--- src/rtl/spi_csr_pkg.sv ---
// rtl/spi_csr_pkg.sv - register map, bit positions and IRQ indices for spi_csr
package spi_csr_pkg;

  // Register offsets on the local CSR bus
  localparam logic [31:0] CSR_CTRL     = 32'h0000_0000;
  localparam logic [31:0] CSR_STAT     = 32'h0000_0004;
  localparam logic [31:0] CSR_TXDATA   = 32'h0000_0008;
  localparam logic [31:0] CSR_RXDATA   = 32'h0000_000C;
  localparam logic [31:0] CSR_IRQ_STAT = 32'h0000_0010;
  localparam logic [31:0] CSR_IRQ_EN   = 32'h0000_0014;

  // CTRL bit positions
  localparam int CTRL_SPI_EN      = 0;
  localparam int CTRL_MASTER_EN   = 1;
  localparam int CTRL_CPOL        = 2;
  localparam int CTRL_CPHA        = 3;
  localparam int CTRL_LSB_FIRST   = 4;
  localparam int CTRL_TX_FLUSH    = 5;
  localparam int CTRL_RX_FLUSH    = 6;
  localparam int CTRL_CLK_DIV_LSB = 8;
  localparam int CTRL_CS_LSB      = 16;

  // STAT bit positions
  localparam int STAT_TX_FULL      = 0;
  localparam int STAT_TX_EMPTY     = 1;
  localparam int STAT_RX_FULL      = 2;
  localparam int STAT_RX_EMPTY     = 3;
  localparam int STAT_BUSY         = 4;
  localparam int STAT_TX_LEVEL_LSB = 8;
  localparam int STAT_RX_LEVEL_LSB = 16;

  // Interrupt flag indices within IRQ_STAT / IRQ_EN
  localparam int IRQ_W = 3;
  typedef enum logic [1:0] {
    IRQ_DONE     = 2'd0,
    IRQ_RX_OVF   = 2'd1,
    IRQ_TX_EMPTY = 2'd2
  } irq_idx_e;

endpackage

--- src/rtl/spi_csr_fifo.sv ---
// rtl/spi_csr_fifo.sv - synchronous FIFO with flush, level count and zeroed head when empty
module spi_csr_fifo
  import spi_csr_pkg::*;
#(
  parameter int DATA_W = 8,
  parameter int DEPTH  = 4
) (
  input  logic                     clk,
  input  logic                     rst,
  input  logic                     push,
  input  logic [DATA_W-1:0]        push_data,
  input  logic                     pop,
  input  logic                     flush,
  output logic                     full,
  output logic                     empty,
  output logic [$clog2(DEPTH):0]   level,
  output logic [DATA_W-1:0]        head
);

  localparam int AW = $clog2(DEPTH);
  localparam int LW = AW + 1;

  logic [DATA_W-1:0] mem [DEPTH];
  logic [AW-1:0]     wr_ptr;
  logic [AW-1:0]     rd_ptr;
  logic              do_push;
  logic              do_pop;

  assign full    = (level == LW'(DEPTH));
  assign empty   = (level == '0);
  assign do_push = push && !full;
  assign do_pop  = pop && !empty;
  // A zero head when empty keeps the stream data and RXDATA reads at 0
  assign head    = empty ? '0 : mem[rd_ptr];

  // Storage array; pointers alone define validity, so no reset is needed here
  always_ff @(posedge clk) begin
    if (do_push && !flush) begin
      mem[wr_ptr] <= push_data;
    end
  end

  // Pointers and level; flush overrides any push or pop in the same cycle
  always_ff @(posedge clk or negedge rst) begin
    if (!rst) begin
      wr_ptr <= '0;
      rd_ptr <= '0;
      level  <= '0;
    end else if (flush) begin
      wr_ptr <= '0;
      rd_ptr <= '0;
      level  <= '0;
    end else begin
      if (do_push) wr_ptr <= wr_ptr + AW'(1);
      if (do_pop)  rd_ptr <= rd_ptr + AW'(1);
      if (do_push && !do_pop) begin
        level <= level + LW'(1);
      end else if (!do_push && do_pop) begin
        level <= level - LW'(1);
      end
    end
  end

endmodule

--- src/rtl/spi_csr.sv ---
// rtl/spi_csr.sv - SPI register block with TX/RX FIFOs; SPI_CSR_IRQ_EN enables IRQ_STAT/IRQ_EN/irq
module spi_csr
  import spi_csr_pkg::*;
#(
  parameter int DATA_W     = 8,
  parameter int CS_W       = 2,
  parameter int FIFO_DEPTH = 4
) (
  input  logic              clk,
  input  logic              rst,
  input  logic [31:0]       waddr,
  input  logic [31:0]       wdata,
  input  logic              wen,
  input  logic [3:0]        wstrb,
  output logic              wready,
  input  logic [31:0]       raddr,
  input  logic              ren,
  output logic [31:0]       rdata,
  output logic              rvalid,
  output logic              spi_en_out,
  output logic              master_en_out,
  output logic              cpol_out,
  output logic              cpha_out,
  output logic              lsb_first_out,
  output logic [7:0]        clk_div_out,
  output logic [CS_W-1:0]   cs_out,
  output logic [DATA_W-1:0] tx_data_out,
  output logic              tx_valid_out,
  input  logic              tx_ready_in,
  input  logic [DATA_W-1:0] rx_data_in,
  input  logic              rx_valid_in,
  input  logic              xfer_done_in,
  input  logic              busy_in,
  output logic              irq
);

  localparam int LW = $clog2(FIFO_DEPTH) + 1;

  logic            tx_full, tx_empty, rx_full, rx_empty;
  logic [LW-1:0]   tx_level, rx_level;
  logic [DATA_W-1:0] rx_head;
  logic            tx_push, tx_pop, tx_flush;
  logic            rx_pop, rx_flush;
  logic            wr_ok, wr_ctrl;
  logic            busy_q;
  logic [31:0]     ctrl_rd, stat_rd, rd_mux;
  logic            unused_in;

  // A TXDATA write to a full FIFO is the only write that stalls
  assign wready   = !(wen && (waddr == CSR_TXDATA) && tx_full);
  assign wr_ok    = wen && wready;
  assign wr_ctrl  = wr_ok && (waddr == CSR_CTRL);
  assign tx_push  = wr_ok && (waddr == CSR_TXDATA);
  assign tx_pop   = tx_valid_out && tx_ready_in;
  assign tx_flush = wr_ctrl && wstrb[0] && wdata[CTRL_TX_FLUSH];
  assign rx_flush = wr_ctrl && wstrb[0] && wdata[CTRL_RX_FLUSH];
  assign rx_pop   = ren && (raddr == CSR_RXDATA);
  assign tx_valid_out = !tx_empty;

  spi_csr_fifo #(.DATA_W(DATA_W), .DEPTH(FIFO_DEPTH)) u_tx_fifo (
    .clk       (clk),
    .rst       (rst),
    .push      (tx_push),
    .push_data (wdata[DATA_W-1:0]),
    .pop       (tx_pop),
    .flush     (tx_flush),
    .full      (tx_full),
    .empty     (tx_empty),
    .level     (tx_level),
    .head      (tx_data_out)
  );

  // RX has no backpressure: a word arriving while full is dropped inside the FIFO
  spi_csr_fifo #(.DATA_W(DATA_W), .DEPTH(FIFO_DEPTH)) u_rx_fifo (
    .clk       (clk),
    .rst       (rst),
    .push      (rx_valid_in),
    .push_data (rx_data_in),
    .pop       (rx_pop),
    .flush     (rx_flush),
    .full      (rx_full),
    .empty     (rx_empty),
    .level     (rx_level),
    .head      (rx_head)
  );

  // CTRL fields, each byte lane gated by its strobe
  always_ff @(posedge clk or negedge rst) begin
    if (!rst) begin
      spi_en_out    <= 1'b0;
      master_en_out <= 1'b0;
      cpol_out      <= 1'b0;
      cpha_out      <= 1'b0;
      lsb_first_out <= 1'b0;
      clk_div_out   <= '0;
      cs_out        <= '0;
    end else if (wr_ctrl) begin
      if (wstrb[0]) begin
        spi_en_out    <= wdata[CTRL_SPI_EN];
        master_en_out <= wdata[CTRL_MASTER_EN];
        cpol_out      <= wdata[CTRL_CPOL];
        cpha_out      <= wdata[CTRL_CPHA];
        lsb_first_out <= wdata[CTRL_LSB_FIRST];
      end
      if (wstrb[1]) clk_div_out <= wdata[CTRL_CLK_DIV_LSB +: 8];
      if (wstrb[2]) cs_out      <= wdata[CTRL_CS_LSB +: CS_W];
    end
  end

  // Engine busy is sampled once so STAT.BUSY lags by a cycle
  always_ff @(posedge clk or negedge rst) begin
    if (!rst) busy_q <= 1'b0;
    else      busy_q <= busy_in;
  end

  // CTRL and STAT read views; flush bits always read back 0
  always_comb begin
    ctrl_rd = '0;
    ctrl_rd[CTRL_SPI_EN]    = spi_en_out;
    ctrl_rd[CTRL_MASTER_EN] = master_en_out;
    ctrl_rd[CTRL_CPOL]      = cpol_out;
    ctrl_rd[CTRL_CPHA]      = cpha_out;
    ctrl_rd[CTRL_LSB_FIRST] = lsb_first_out;
    ctrl_rd[CTRL_CLK_DIV_LSB +: 8]  = clk_div_out;
    ctrl_rd[CTRL_CS_LSB +: CS_W]    = cs_out;
    stat_rd = '0;
    stat_rd[STAT_TX_FULL]  = tx_full;
    stat_rd[STAT_TX_EMPTY] = tx_empty;
    stat_rd[STAT_RX_FULL]  = rx_full;
    stat_rd[STAT_RX_EMPTY] = rx_empty;
    stat_rd[STAT_BUSY]     = busy_q;
    stat_rd[STAT_TX_LEVEL_LSB +: 8] = 8'(tx_level);
    stat_rd[STAT_RX_LEVEL_LSB +: 8] = 8'(rx_level);
  end

`ifdef SPI_CSR_IRQ_EN
  logic [IRQ_W-1:0] irq_stat, irq_en, irq_set, irq_clr;
  logic             tx_empty_ev;

  // Only a 1->0 level step counts; flushing several entries does not
  assign tx_empty_ev = (tx_level == LW'(1)) && ((tx_pop && !tx_push) || tx_flush);

  // Event sources and W1C mask for the sticky flags
  always_comb begin
    irq_set = '0;
    irq_set[IRQ_DONE]     = xfer_done_in;
    irq_set[IRQ_RX_OVF]   = rx_valid_in && rx_full;
    irq_set[IRQ_TX_EMPTY] = tx_empty_ev;
    irq_clr = '0;
    if (wr_ok && (waddr == CSR_IRQ_STAT) && wstrb[0]) irq_clr = wdata[IRQ_W-1:0];
  end

  // Sticky flags (set beats clear), enables, and the registered interrupt line
  always_ff @(posedge clk or negedge rst) begin
    if (!rst) begin
      irq_stat <= '0;
      irq_en   <= '0;
      irq      <= 1'b0;
    end else begin
      irq_stat <= (irq_stat & ~irq_clr) | irq_set;
      if (wr_ok && (waddr == CSR_IRQ_EN) && wstrb[0]) irq_en <= wdata[IRQ_W-1:0];
      irq <= |(irq_stat & irq_en);
    end
  end

  assign unused_in = ^{wdata, wstrb};
`else
  assign irq       = 1'b0;
  assign unused_in = ^{wdata, wstrb, xfer_done_in};
`endif

  // Read address decode
  always_comb begin
    rd_mux = '0;
    case (raddr)
      CSR_CTRL:     rd_mux = ctrl_rd;
      CSR_STAT:     rd_mux = stat_rd;
      CSR_RXDATA:   rd_mux = 32'(rx_head);
`ifdef SPI_CSR_IRQ_EN
      CSR_IRQ_STAT: rd_mux = 32'(irq_stat);
      CSR_IRQ_EN:   rd_mux = 32'(irq_en);
`endif
      default:      rd_mux = '0;
    endcase
  end

  // Registered read response, one cycle after ren
  always_ff @(posedge clk or negedge rst) begin
    if (!rst) begin
      rdata  <= '0;
      rvalid <= 1'b0;
    end else begin
      rdata  <= ren ? rd_mux : '0;
      rvalid <= ren;
    end
  end

endmodule

--- config.mk ---
export PLATFORM = sky130hd
export DESIGN_NAME = spi_csr
export DESIGN_NICKNAME = d
export VERILOG_FILES = /design/src/rtl/spi_csr_pkg.sv /design/src/rtl/spi_csr_fifo.sv /design/src/rtl/spi_csr.sv
export SDC_FILE = /design/constraint.sdc
export NUM_CORES = 1
export LEC_CHECK = 0
export BUFFER_PORTS_ARGS = -buffer_cell sky130_fd_sc_hd__buf_4
export CAP_MARGIN = 20
export CORE_ASPECT_RATIO = 0.7
export CORE_MARGIN = 8
export CORE_UTILIZATION = 51
export CTS_BUF_LIST = sky130_fd_sc_hd__clkbuf_16
export CTS_CLUSTER_DIAMETER = 40
export DETAILED_ROUTE_END_ITERATION = 10
export PLACE_DENSITY_LB_ADDON = 0.2
export SYNTH_ARGS = -nofsm -noshare
export SYNTH_HDL_FRONTEND = slang
export SYNTH_HIERARCHICAL = 1
export SYNTH_SLANG_ARGS = --single-unit
--- constraint.sdc ---
create_clock -name clk -period 3.2 [get_ports clk]
set_input_delay 0.48 -clock clk [delete_from_list [all_inputs] [get_ports clk]]
set_output_delay 0.48 -clock clk [all_outputs]
set_load 0.02 [all_outputs]
== Word-level counts from Yosys, hierarchy flattened ==
Memories as Yosys holds them, arrays and structs flattened.
Index checks and enable logic that the tools add are counted.
W data, S select, Z words.

* Add/sub/neg operators: 8
* Equal/unequal tests: 5
* Multiplexer cells: 22
* Reductions and logical operators: 44

{| class="wikitable"
|+ Operators by type and width
! operator !! count
|-
| $eq A32 B4 Y1 const B || 2
|-
| $logic_not A32 Y1 || 2
|-
| $pmux W19 S3 || 1
|-
| $eq A32 B3 Y1 const B || 1
|-
| $mux W32 || 1
|-
| $logic_and A1 B1 Y1 || 20
|-
| $mux W3 || 6
|-
| $mux W2 || 8
|-
| $mux W8 || 2
|-
| $logic_not A1 Y1 || 11
|-
| $add A2 B1 Y2 const B || 4
|-
| $reduce_bool A2 Y1 || 4
|-
| $add A3 B1 Y3 const B || 2
|-
| $eq A3 B3 Y1 const B || 2
|-
| $logic_not A3 Y1 || 2
|-
| $reduce_and A2 Y1 || 3
|-
| $reduce_bool A3 Y1 || 2
|-
| $sub A3 B1 Y3 const B || 2
|-
| $mux W1 || 4
|}

* Bits in registers: 63
* Memory bits (writable): 64
* Bits of input ports: 116
* Word-level logic and storage cells: 97
* Memories kept: 2

{| class="wikitable"
|+ Memories
! name !! depth !! bits a word !! read ports !! clocked after memory_dff !! wr ports !! RTL line !! source
|-
| u_rx_fifo.mem || 4 || 8 || 1 || 0 || 1 || spi_csr_fifo.sv:23 || <nowiki>logic [DATA_W-1:0] mem [DEPTH];</nowiki>
|-
| u_tx_fifo.mem || 4 || 8 || 1 || 0 || 1 || spi_csr_fifo.sv:23 ||
|}

== Depth between registers and ports, before layout ==
* Depth after elaboration: 12
* Gate-level depth with buffers: 11
* Depth with buffers taken out: 10

== Modules after synthesis ==
The synthesis kept the hierarchy.

{| class="wikitable"
|+ By module, submodules not included
! module !! times used !! cells an instance !! area an instance (µm²) !! sequential area each (µm²)
|-
| spi_csr_fifo || 2 || 111 || 1754.2 || 1136.1
|-
| spi_csr || 1 || 147 || 1720.4 || 900.9
|}

== Worst setup path after synthesis ==
OpenSTA, ideal clock, no wires.

* Path kind: input to register
* Start: input raddr[11]
* End: register u_rx_fifo.level[2]
* Setup time: 0.094 ns
* Arrival: 2.774 ns
* Data required time: 3.106 ns
* Setup slack: 0.332 ns
* Stages: 11
* Buffers on the path: 1
* Cells stage by stage: nor4b_1 -> nand4_1 -> nor2_1 -> and3_1 -> buf_2 -> o21ai_0 -> and3_1 -> fa_1 -> and3b_1 -> a21o_1 -> a211oi_1

* Longest elaborated chain between the ends: 7

{| class="wikitable"
|+ RTL lines
! item !! RTL line !! source
|-
| start, declared || spi_csr.sv:16 || <nowiki>input logic [31:0] raddr,</nowiki>
|-
| $eq A32 B4 Y1 (*) || spi_csr.sv:57 || <nowiki>assign rx_pop = ren && (raddr == CSR_RXDATA);</nowiki>
|-
| $logic_and A1 B1 Y1 (*) || spi_csr.sv:57 ||
|-
| named net rx_pop || spi_csr.sv:43 || <nowiki>logic rx_pop, rx_flush;</nowiki>
|-
| $logic_and A1 B1 Y1 (*) || spi_csr_fifo.sv:32 || <nowiki>assign do_pop = pop && !empty;</nowiki>
|-
| $logic_not A1 Y1 || spi_csr_fifo.sv:56 || <nowiki>if (do_push && !do_pop) begin</nowiki>
|-
| $logic_and A1 B1 Y1 || spi_csr_fifo.sv:56 ||
|-
| $mux W3 || spi_csr_fifo.sv:56 ||
|-
| $mux W3 || spi_csr_fifo.sv:49 || <nowiki>end else if (flush) begin</nowiki>
|-
| end signal, assigned || spi_csr_fifo.sv:57 || <nowiki>level <= level + LW'(1);</nowiki>
|-
| end signal, assigned || spi_csr_fifo.sv:59 || <nowiki>level <= level - LW'(1);</nowiki>
|-
| end, declared || spi_csr_fifo.sv:16 || <nowiki>output logic [$clog2(DEPTH):0] level,</nowiki>
|}

The timed path passes the listed nets; every way through them passes the cells marked *.
A chain may end at the register's enable or synchronous reset.

== Worst setup path after layout ==
Same ends and word-level chain as after synthesis.

==> out/metrics.yaml <==
routing:
  top_layer_used: "met4"
  viasPerCell: 5.43
  routedLengthMet1_mm: 5.25
  vias: 3622
  dr.pass1.iters: 5
  postRouteAntennaNets: 0
  wl_per_cell_um: 19.6
  met2_length_mm: 6.52
  initialDrtViolationCount: 218
  totalWireLength_mm: 13.1
  drc: 0
  met3_length_mm: 1.22
global_routing:
  grt_max_degree: 51
  grt_pass1_wl_mm: 20.5
  antenna_found_initial: 0
  grt.total_usage: 0.198
  grt_pass1_vias: 3998
  gr-total-overflow: 0
floorplanning:
  dieArea_um2: 13800
  coreArea_um2: 10200
  die_h_um: 101
  row_count: 31
  die_x_um: 137
  initial_core_util: 0.515
  pin_count: 175
critical_path:
  cp-startpoint: "raddr[11]"
  worstReg2RegStart: "u_tx_fifo/level[0]"
  worstPathMaxFanout: 4
  cp-start-kind: "input pin"
  crit_required_ns: 3.48
  rr_worst_depth: 9
  worstPathArrival_ns: 2.97
  end_kind: "flip-flop"
  critPathKind: "input pin to flip-flop"
pwr:
  power_frac_comb: 0.221
  power.density_nw_per_um2: 699
  p_leak_nw: 3.09
  seqPwrFrac: 0.390
  p_int_w: 0.00352
  switching_share: 0.279
  p_clk_frac: 0.389
  switching_power_w: 0.00136
  ir_drop_mv: 0.442
clock_tree:
  path_clk_slew_ns: 0.05
  cts_resized: 0
  cts_buffer_depth: 2
  cts_setup_buffers: 0
  cts-root-buf: "clkbuf_16"
  cts_sinks: 114
  cts_tree: "done"
  postCtsHoldBufs: 0
  worst_skew_pair.late_latency_ns: 0.41
  cts_buffers: 17
  cts_max_level: 4
synthesis:
  ys_ff_latch: 114
  async_flop_share: 0.439
  ys.flop_type: "edfxtp_1"
  synthCells: 369
  syn_avg_cell_area_um2: 14.2
  synth_cell_types: 45
  syn_area_um2: 5230
  synth-edff-count: 64
  yosysSeqAreaShare: 0.607
  yosysWarnings: 6
finish:
  fin_util: 0.688
  antennaDiodeCount: 0
  layout-drive-gt1-share: 0.434
  mostFrequentLayoutCells: "buf_4 (152), edfxtp_1 (64), dfrtp_1 (50)"
  ff_latch_area_um2: 3170
  final_common_cell: "buf_4"
  multi_input_area_um2: 1840
  filler_cell_count: 738
  syn_to_final_growth_pct: 33.6
  design_area_um2: 6990
  fin_nets: 648
placement:
  dpl-instance-area_um2: 6390
  port_buffers: 144
  dpl.hpwl_mm: 9.62
  gp_congestion: 0.810
sta:
  tightestPinTransition_ns: 0.851
  final_max_slew_viol_count: 0
  fmax_ghz: 0.372
  finalCriticalPeriod_ns: 2.69
  hold_violations: 0
  tns_ns: 0
  setup_viol: 0
  post-route-period-util: 0.841
  relSlewSlack: 0.431
  rsz0062_at_grt: "false"
  fin_skew_ns: 0.0101
run:
  max_cap_viol_count: 0
hold_path:
  hold_path.class: "input pin to async pin"
outcome:
  status: "finished, final reports clean"
-- cells by family after synthesis --
family / after synthesis / synth area share
xor gates and xnor gates: 4 / 0.00670
DFF: 114 / 0.607
and+or+nand+nor: 113 / 0.132
muxes: 46 / 0.132
AOI/OAI and AO/OA: 32 / 0.0450
adders and majority gates: 10 / 0.0268
buffers and inverters: 49 / 0.0500
other: 1 / 0.000717
-- Yosys cell counts (10+ instances only) --
| cell type | instances | share of area |
|---|---|---|
| nor4_1 | 16 | 0.019 |
| mux2_2 | 23 | 0.050 |
| inv_1 | 16 | 0.011 |
| nor2b_1 | 17 | 0.020 |
| mux4_2 | 16 | 0.069 |
| nor3_1 | 11 | 0.011 |
| buf_4 | 14 | 0.020 |
| and2_1 | 10 | 0.012 |
| edfxtp_1 | 64 | 0.37 |
| nor2_1 | 25 | 0.018 |
| dfrtp_1 | 50 | 0.24 |
-- cell type report --
class,instances,share of cell area
Sequential cell,114,0.454
Multi-Input combinational cell,219,0.264
Timing Repair Buffer,152,0.163
Clock buffer,17,0.0609
Clock inverter,15,0.0247
Tap cell,132,0.0236
Inverter,18,0.00967
-- worst max-delay path, stage by stage --
cell and delay [ns]:
buf_4 0.11, nor4b_1 0.34, nand4_1 0.15, nor2_1 0.21, and3_1 0.21, o21ai_0 0.13
and3_1 0.24, fa_1 0.50, and3b_1 0.23, a311oi_1 0.28, a211oi_1 0.09
-- per-layer routing --
| layer | GRT usage | vias up |
|---|---|---|
| met2 | 0.318 | 160 |
| li1 | - | 1661 |
| met3 | 0.0772 | 7 |
| met1 | 0.234 | 1794 |
| met4 | 0.0807 | 0 |
| met5 | 0 | - |
-- per-stage QoR --
stage / power [W] / hold WS, ns / instances / setup slack (ns)
after global placement: 0.00295 / 0.513 / 635 / 0.284
after CTS: 0.00492 / 0.132 / 667 / 0.562
after floorplan: 0.00263 / 0.184 / 382 / 0.332
after global routing: 0.00510 / 0.159 / 667 / 0.290
after detailed placement: 0.00300 / 0.520 / 635 / 0.152
final: 0.00489 / 0.114 / 667 / 0.510
-- power groups by stage --
| stage | Clock (W) | Combinational (W) | Sequential [W] |
|---|---|---|---|
| floorplan | 0 | 0.000817 | 0.00181 |
| global placement | 0 | 0.00103 | 0.00192 |
| detailed placement | 0 | 0.00107 | 0.00193 |
| CTS | 0.00193 | 0.00108 | 0.00190 |
| global route | 0.00199 | 0.00118 | 0.00193 |
| finish | 0.00190 | 0.00108 | 0.00190 |
-- path summary, 6_finish.rpt --
check                                      to  slack, ns
hold reg to reg                clk_div_out[6]       0.53
setup / recovery           u_rx_fifo/level[2]       0.51
max in group asynchronous      clk_div_out[6]       2.64
setup reg to reg           u_tx_fifo/level[2]       0.56
hold / removal                      rdata[10]       0.11
min in group clk                       busy_q       0.18
-- registers in the layout, summed over array words and instances (netlist names), 2 cells and up --
name,flops
cs_out,2
clk_div_out,8
u_rx_fifo/wr_ptr,2
u_rx_fifo/mem,32
u_rx_fifo/rd_ptr,2
u_tx_fifo/wr_ptr,2
u_tx_fifo/level,3
u_tx_fifo/mem,32
rdata,19
u_tx_fifo/rd_ptr,2
u_rx_fifo/level,3
(Power assumes the default switching activity.)
